### src/rtl/i2s_playback_feeder.sv
// Stereo sample FIFO feeding an I2S transmitter in the mclk domain.
// One L/R pair is presented per frame; the next pair is popped on each ws falling edge.
module i2s_playback_feeder #(
    parameter int unsigned WIDTH         = 16,
    parameter int unsigned DEPTH         = 64,
    parameter int unsigned PRIME_LEVEL   = 32,
    parameter int unsigned UNDERRUN_HOLD = 0,
    parameter int unsigned CNT_WIDTH     = 16
) (
    input  logic                     i_mclk,
    input  logic                     i_rst,
    input  logic                     i_in_valid,
    output logic                     o_in_ready,
    input  logic [WIDTH-1:0]         i_in_data_l,
    input  logic [WIDTH-1:0]         i_in_data_r,
    input  logic                     i_flush,
    input  logic                     i_ws,
    output logic [WIDTH-1:0]         o_tx_data_l,
    output logic [WIDTH-1:0]         o_tx_data_r,
    output logic [$clog2(DEPTH):0]   o_level,
    output logic                     o_running,
    output logic [CNT_WIDTH-1:0]     o_underrun_cnt
);

    localparam int unsigned AW = $clog2(DEPTH);
    localparam int unsigned LW = AW + 1;

    typedef enum logic {StFill, StRun} state_t;

    state_t              r_state;
    logic                r_ws_q;
    logic [AW-1:0]       r_wr_ptr;
    logic [AW-1:0]       r_rd_ptr;
    logic [LW-1:0]       r_level;
    logic [WIDTH-1:0]    r_tx_l;
    logic [WIDTH-1:0]    r_tx_r;
    logic [CNT_WIDTH-1:0] r_cnt;
    logic [2*WIDTH-1:0]  r_mem [DEPTH];

    logic                w_fe;
    logic                w_push;
    logic                w_pop;
    logic                w_underrun;
    logic                w_have;
    logic                w_primed;
    logic [2*WIDTH-1:0]  w_head;

    always_comb begin
        w_fe       = r_ws_q & ~i_ws;
        o_in_ready = (r_level < LW'(DEPTH)) & ~i_flush;
        w_push     = i_in_valid & o_in_ready;
        w_have     = (r_level != '0);
        w_primed   = (r_level >= LW'(PRIME_LEVEL));
        // In FILL the first pop only happens once the prime level is reached.
        w_pop      = w_fe & w_have & ((r_state == StRun) | w_primed);
        w_underrun = w_fe & (r_state == StRun) & ~w_have;
        w_head     = r_mem[r_rd_ptr];
    end

    always_ff @(posedge i_mclk) begin
        if (w_push) begin
            r_mem[r_wr_ptr] <= {i_in_data_l, i_in_data_r};
        end
    end

    always_ff @(posedge i_mclk or posedge i_rst) begin
        if (i_rst) begin
            r_state  <= StFill;
            r_ws_q   <= 1'b1;
            r_wr_ptr <= '0;
            r_rd_ptr <= '0;
            r_level  <= '0;
            r_tx_l   <= '0;
            r_tx_r   <= '0;
            r_cnt    <= '0;
        end else begin
            r_ws_q <= i_ws;
            if (i_flush) begin
                r_state  <= StFill;
                r_wr_ptr <= '0;
                r_rd_ptr <= '0;
                r_level  <= '0;
                r_tx_l   <= '0;
                r_tx_r   <= '0;
            end else begin
                if (w_push) begin
                    r_wr_ptr <= r_wr_ptr + 1'b1;
                end
                if (w_pop) begin
                    r_rd_ptr <= r_rd_ptr + 1'b1;
                    r_tx_l   <= w_head[2*WIDTH-1:WIDTH];
                    r_tx_r   <= w_head[WIDTH-1:0];
                    r_state  <= StRun;
                end
                if (w_underrun) begin
                    r_state <= StFill;
                    if (r_cnt != '1) begin
                        r_cnt <= r_cnt + 1'b1;
                    end
                    if (UNDERRUN_HOLD == 0) begin
                        r_tx_l <= '0;
                        r_tx_r <= '0;
                    end
                end
                r_level <= r_level + LW'(w_push) - LW'(w_pop);
            end
        end
    end

    assign o_tx_data_l    = r_tx_l;
    assign o_tx_data_r    = r_tx_r;
    assign o_level        = r_level;
    assign o_running      = (r_state == StRun);
    assign o_underrun_cnt = r_cnt;

endmodule

### config.mk
export PLATFORM = sky130hd
export DESIGN_NAME = i2s_playback_feeder
export DESIGN_NICKNAME = d
export VERILOG_FILES = /design/src/rtl/i2s_playback_feeder.sv
export SDC_FILE = /design/constraint.sdc
export NUM_CORES = 2
export LEC_CHECK = 0
export CAP_MARGIN = 0
export CORE_MARGIN = 8
export CORE_UTILIZATION = 38
export CTS_BUF_LIST = sky130_fd_sc_hd__clkbuf_4 sky130_fd_sc_hd__clkbuf_8
export DETAILED_ROUTE_END_ITERATION = 10
export GPL_ROUTABILITY_DRIVEN = 1
export REMOVE_ABC_BUFFERS = 1
export SYNTH_ARGS = -nofsm -noshare
export SYNTH_HDL_FRONTEND = slang
export SYNTH_SLANG_ARGS = --single-unit
### constraint.sdc
create_clock -name i_mclk -period 9.06 [get_ports i_mclk]
set_input_delay 1.359 -clock i_mclk [delete_from_list [all_inputs] [get_ports i_mclk]]
set_output_delay 1.359 -clock i_mclk [all_outputs]
set_load 0.02 [all_outputs]
==> impl_metrics.toml <==
[logic_synthesis]
synth_top_family_by_area = "multiplexers"
yosysSeqAreaShare = 0.7777
synthAdderAreaFrac = 0.002247
syn_area_mm2 = 0.08130
syn_avg_cell_area_um2 = 21.80
synth-simple-area-share = 0.02008
synth-edff-count = 2048
ys_seq_elements = 2117
synthDistinctLibCells = 59
syn_inst = 3730
synth_flop_cell = "edfxtp_1"
ys_warn_count = 0
synth_compound_area_frac = 0.03521
synth.area.top_cells = "edfxtp_1 (76%), mux4_2 (14%), dfrtp_1 (2.1%)"
synth_xor_area_frac = 0.002909
async_flop_share = 0.03259
muxShareOfSynthArea = 0.1476
yosysTopAreaCell = "edfxtp_1"
synth_top_area_frac = 0.7564

[global_routing]
grt_max_degree = 112
grt_pass1_wl_mm = 293.8
overflow = 0
grt_pass1_vias = 39930
track_usage = 0.1756
grt_antenna_before_repair = 15

[cts]
cts_made_buffers = 349
postCtsSetupBuffers = 0
cts_resized = 0
clk_latency_ps = 990
htree_levels = 5
cts.clk_slew.worst_paths_ps = 70
hold_buffers = 0
cts_buffer_depth = 4
cts_sinks = 2117
cts-root-buf = "clkbuf_8"
cts_tree = "built"

[finish]
layout-drive-gt1-share = 0.2916
register_area_mm2 = 0.06324
final_nets = 4099
fillers = 18150
syn_to_final_growth_pct = 13.29
final_cells = 7107
multi_input_area_mm2 = 0.01745

[drt]
drt_wl_total_mm = 206.9
route.detailed.drc = 0
drt-initial-drc-count = 3821
dr.pass1.iters = 6
wl_per_cell_um = 29.12
ant_nets = 0
via_count = 39180
via_per_inst = 5.513

[worst_setup_path]
cp_data_arrival_time_ps = 3350
end_kind = "output pin"
reg2reg_slack_ps = 4790
start_kind = "input pin"
r2r-start = "r_rd_ptr[0]"
r2r-end = "o_tx_data_r[11]"
crit_slowest_cell = "clkdlybuf4s50_1"
path_delay_family = "buffers and inverters"
path_max_fanout = 25
cp.required_ps = 7700
crit_top_cell = "clkdlybuf4s50_1"
path_cells = "clkdlybuf4s50_1 > buf_4 > nor2_1 > clkdlybuf4s50_1"
critPathKind = "in2out"
ff2ff_path_depth = 7
critPathBufInv = 3
crit_path_max_incr_delay_ps = 730

[pwr]
p_leak_nw = 27.86
power.total_mw = 20.78
ir_drop_v = 0.0001596
powerDensity_mw_per_mm2 = 225.6
p_seq_frac = 0.526
internal-power_mw = 15.84
switching_share = 0.2379
pwr-share-clk = 0.374
p_comb_frac = 0.100
power.switching_mw = 4.943

[sta]
fin_crit_sh = 0.5195
max_freq_ghz = 0.2124
slew_headroom = 0.1876
worst_slew_pin_slew_ps = 1219
setup_viol = 0
rsz0062_at_grt = "no"
final.min_clock_period_ps = 4707
slew_violations = 0
clock-skew-final_ps = 41.62
hold_viol_final = 0

[floorplanning]
die_h_um = 478.6
io_pins = 94
die_x_um = 478.6
fp.dieArea_mm2 = 0.2290
start_util = 0.3830
core-area_mm2 = 0.2123
rows = 169

[min_path]
holdPathEnd = "o_underrun_cnt[11]"
hp-start = "o_underrun_cnt[11]"
worstHoldPathCells = 1
hold_path_class = "reg2reg"

[placed_design]
hpwl_mm = 117.6
gp_congestion = 0.8889
io_buffers = 93
place_inst = 6518

[outcome]
outcome = "finished clean"

[run]
maxCapViolCount = 0
## cell type report
type | count | share of cell area
Timing Repair Buffer | 180 | 0.01646
Sequential cell | 2117 | 0.6865
Inverter | 19 | 0.0007879
Clock inverter | 108 | 0.005298
Tap cell | 2821 | 0.03832
Clock buffer | 475 | 0.06303
Multi-Input combinational cell | 1381 | 0.1894
Antenna cell | 6 | 0.0001630
## Yosys cell counts, types with 18 or more instances
cell type and count:
dfrtp_1 68, edfxtp_1 2048, mux4_2 502, a22oi_1 188
nand2_1 67, nor2b_1 27, buf_4 27, a211oi_1 19
o22ai_1 18, mux2i_1 29, buf_1 19, nand3_1 58
o21ai_0 35, clkbuf_1 92, mux2_2 36, inv_1 19
nor2_1 124, a221oi_1 19, buf_2 61, a31oi_1 19
a21oi_1 107
## flip-flops by register name, summed over array words and instances, names as in the netlist
signal	cells
r_mem	2048
o_tx_data_l	16
o_tx_data_r	16
o_underrun_cnt	16
o_level	7
r_rd_ptr	6
r_wr_ptr	6
o_running	1
r_ws_q	1
## metrics by stage
step	setup TNS [ps]	area, um2	util	hold WS (ps)	worst slack [ps]
floorplan	-469660	80210	-	561.3	-12670
global placement	0	85800	0.4042	482.8	3513
detailed placement	0	85800	0.4042	499.2	3430
CTS	0	92090	0.4338	495.9	4362
global route	0	92100	0.4338	540.5	4370
finish	0	92110	0.4339	496.9	4353
## metal layers
layer  track usage  up-vias  part of all wire
met4       0.06495        8             0.037
li1              -    16400                 -
met2        0.3000     1459              0.51
met5             0        -           0.00027
met3       0.03623      387             0.064
met1        0.2224    20930              0.39
## worst register-to-register path, cell delays in order, from the launching register on
cell     delay, ps
dfrtp_4       1160
buf_4          700
buf_4          500
mux4_2         580
a22oi_1        560
a21oi_1        240
nor3_1         260
o21ai_0        110
## power by group through the flow
stage	registers (mW)	clock network, mW	logic [mW]
after floorplan	11.4	0	2.14
after global placement	11.1	0	2.12
after detailed placement	11.1	0	2.12
after CTS	10.9	7.91	2.13
after global routing	10.9	8.31	2.21
final	10.9	7.76	2.08
## worst max path at each step
| stage | start | endpoint | slack, ps | depth (start not counted) |
|---|---|---|---|---|
| finish | i_flush | o_in_ready | 4350 | 4 |
| floorplan | r_rd_ptr[0] | o_tx_data_r[0] | -12670 | 4 |
| global route | i_in_valid | r_mem[48][25] | 4370 | 7 |
| detailed placement | i_in_valid | r_mem[52][21] | 3430 | 8 |
| CTS | i_flush | o_in_ready | 4360 | 4 |
| global placement | i_in_valid | r_mem[6][4] | 3510 | 7 |
## kinds of logic (layout without fill, tap and decap cells)
group | count (synthesis) | in the layout
DFF | 2117 | 2117
buffers and inverters | 232 | 782
and+or+nand+nor | 344 | 344
adders and majority gates | 14 | 14
other | 0 | 6
xor gates and xnor gates | 27 | 27
muxes | 567 | 567
AOI/OAI and AO/OA | 429 | 429
## cell usage in the layout, fill, tap and decap left out, types with 3 or more instances in the layout
cell type / synthesis / layout
a211oi_1: 19 / 19
edfxtp_1: 2048 / 2048
dfrtp_1: 68 / 64
nor2_1: 124 / 58
nor3_1: 13 / 13
buf_12: 0 / 7
ha_1: 13 / 13
o21ai_1: 8 / 8
nand3b_1: 4 / 4
buf_2: 61 / 30
mux2_2: 36 / 36
xor2_1: 12 / 12
mux4_2: 502 / 502
a22oi_1: 188 / 188
xnor2_1: 15 / 15
inv_1: 19 / 18
diode_2: 0 / 6
clkinv_2: 0 / 27
or4_1: 4 / 4
clkbuf_4: 0 / 117
o22ai_1: 18 / 18
clkinv_1: 0 / 75
nand2b_1: 5 / 5
nand2_1: 67 / 67
and3_1: 3 / 3
clkbuf_8: 0 / 358
and2_1: 4 / 3
nand3_1: 58 / 56
buf_4: 27 / 82
a31oi_1: 19 / 19
nand4_1: 10 / 10
mux2i_1: 29 / 29
a21oi_1: 107 / 107
clkinvlp_4: 0 / 5
o21ai_0: 35 / 35
clkdlybuf4s50_1: 0 / 61
nor2b_1: 27 / 25
or3_1: 16 / 16
nor2_4: 0 / 65
a221oi_1: 19 / 19
Power figures use the tool's default switching activity.
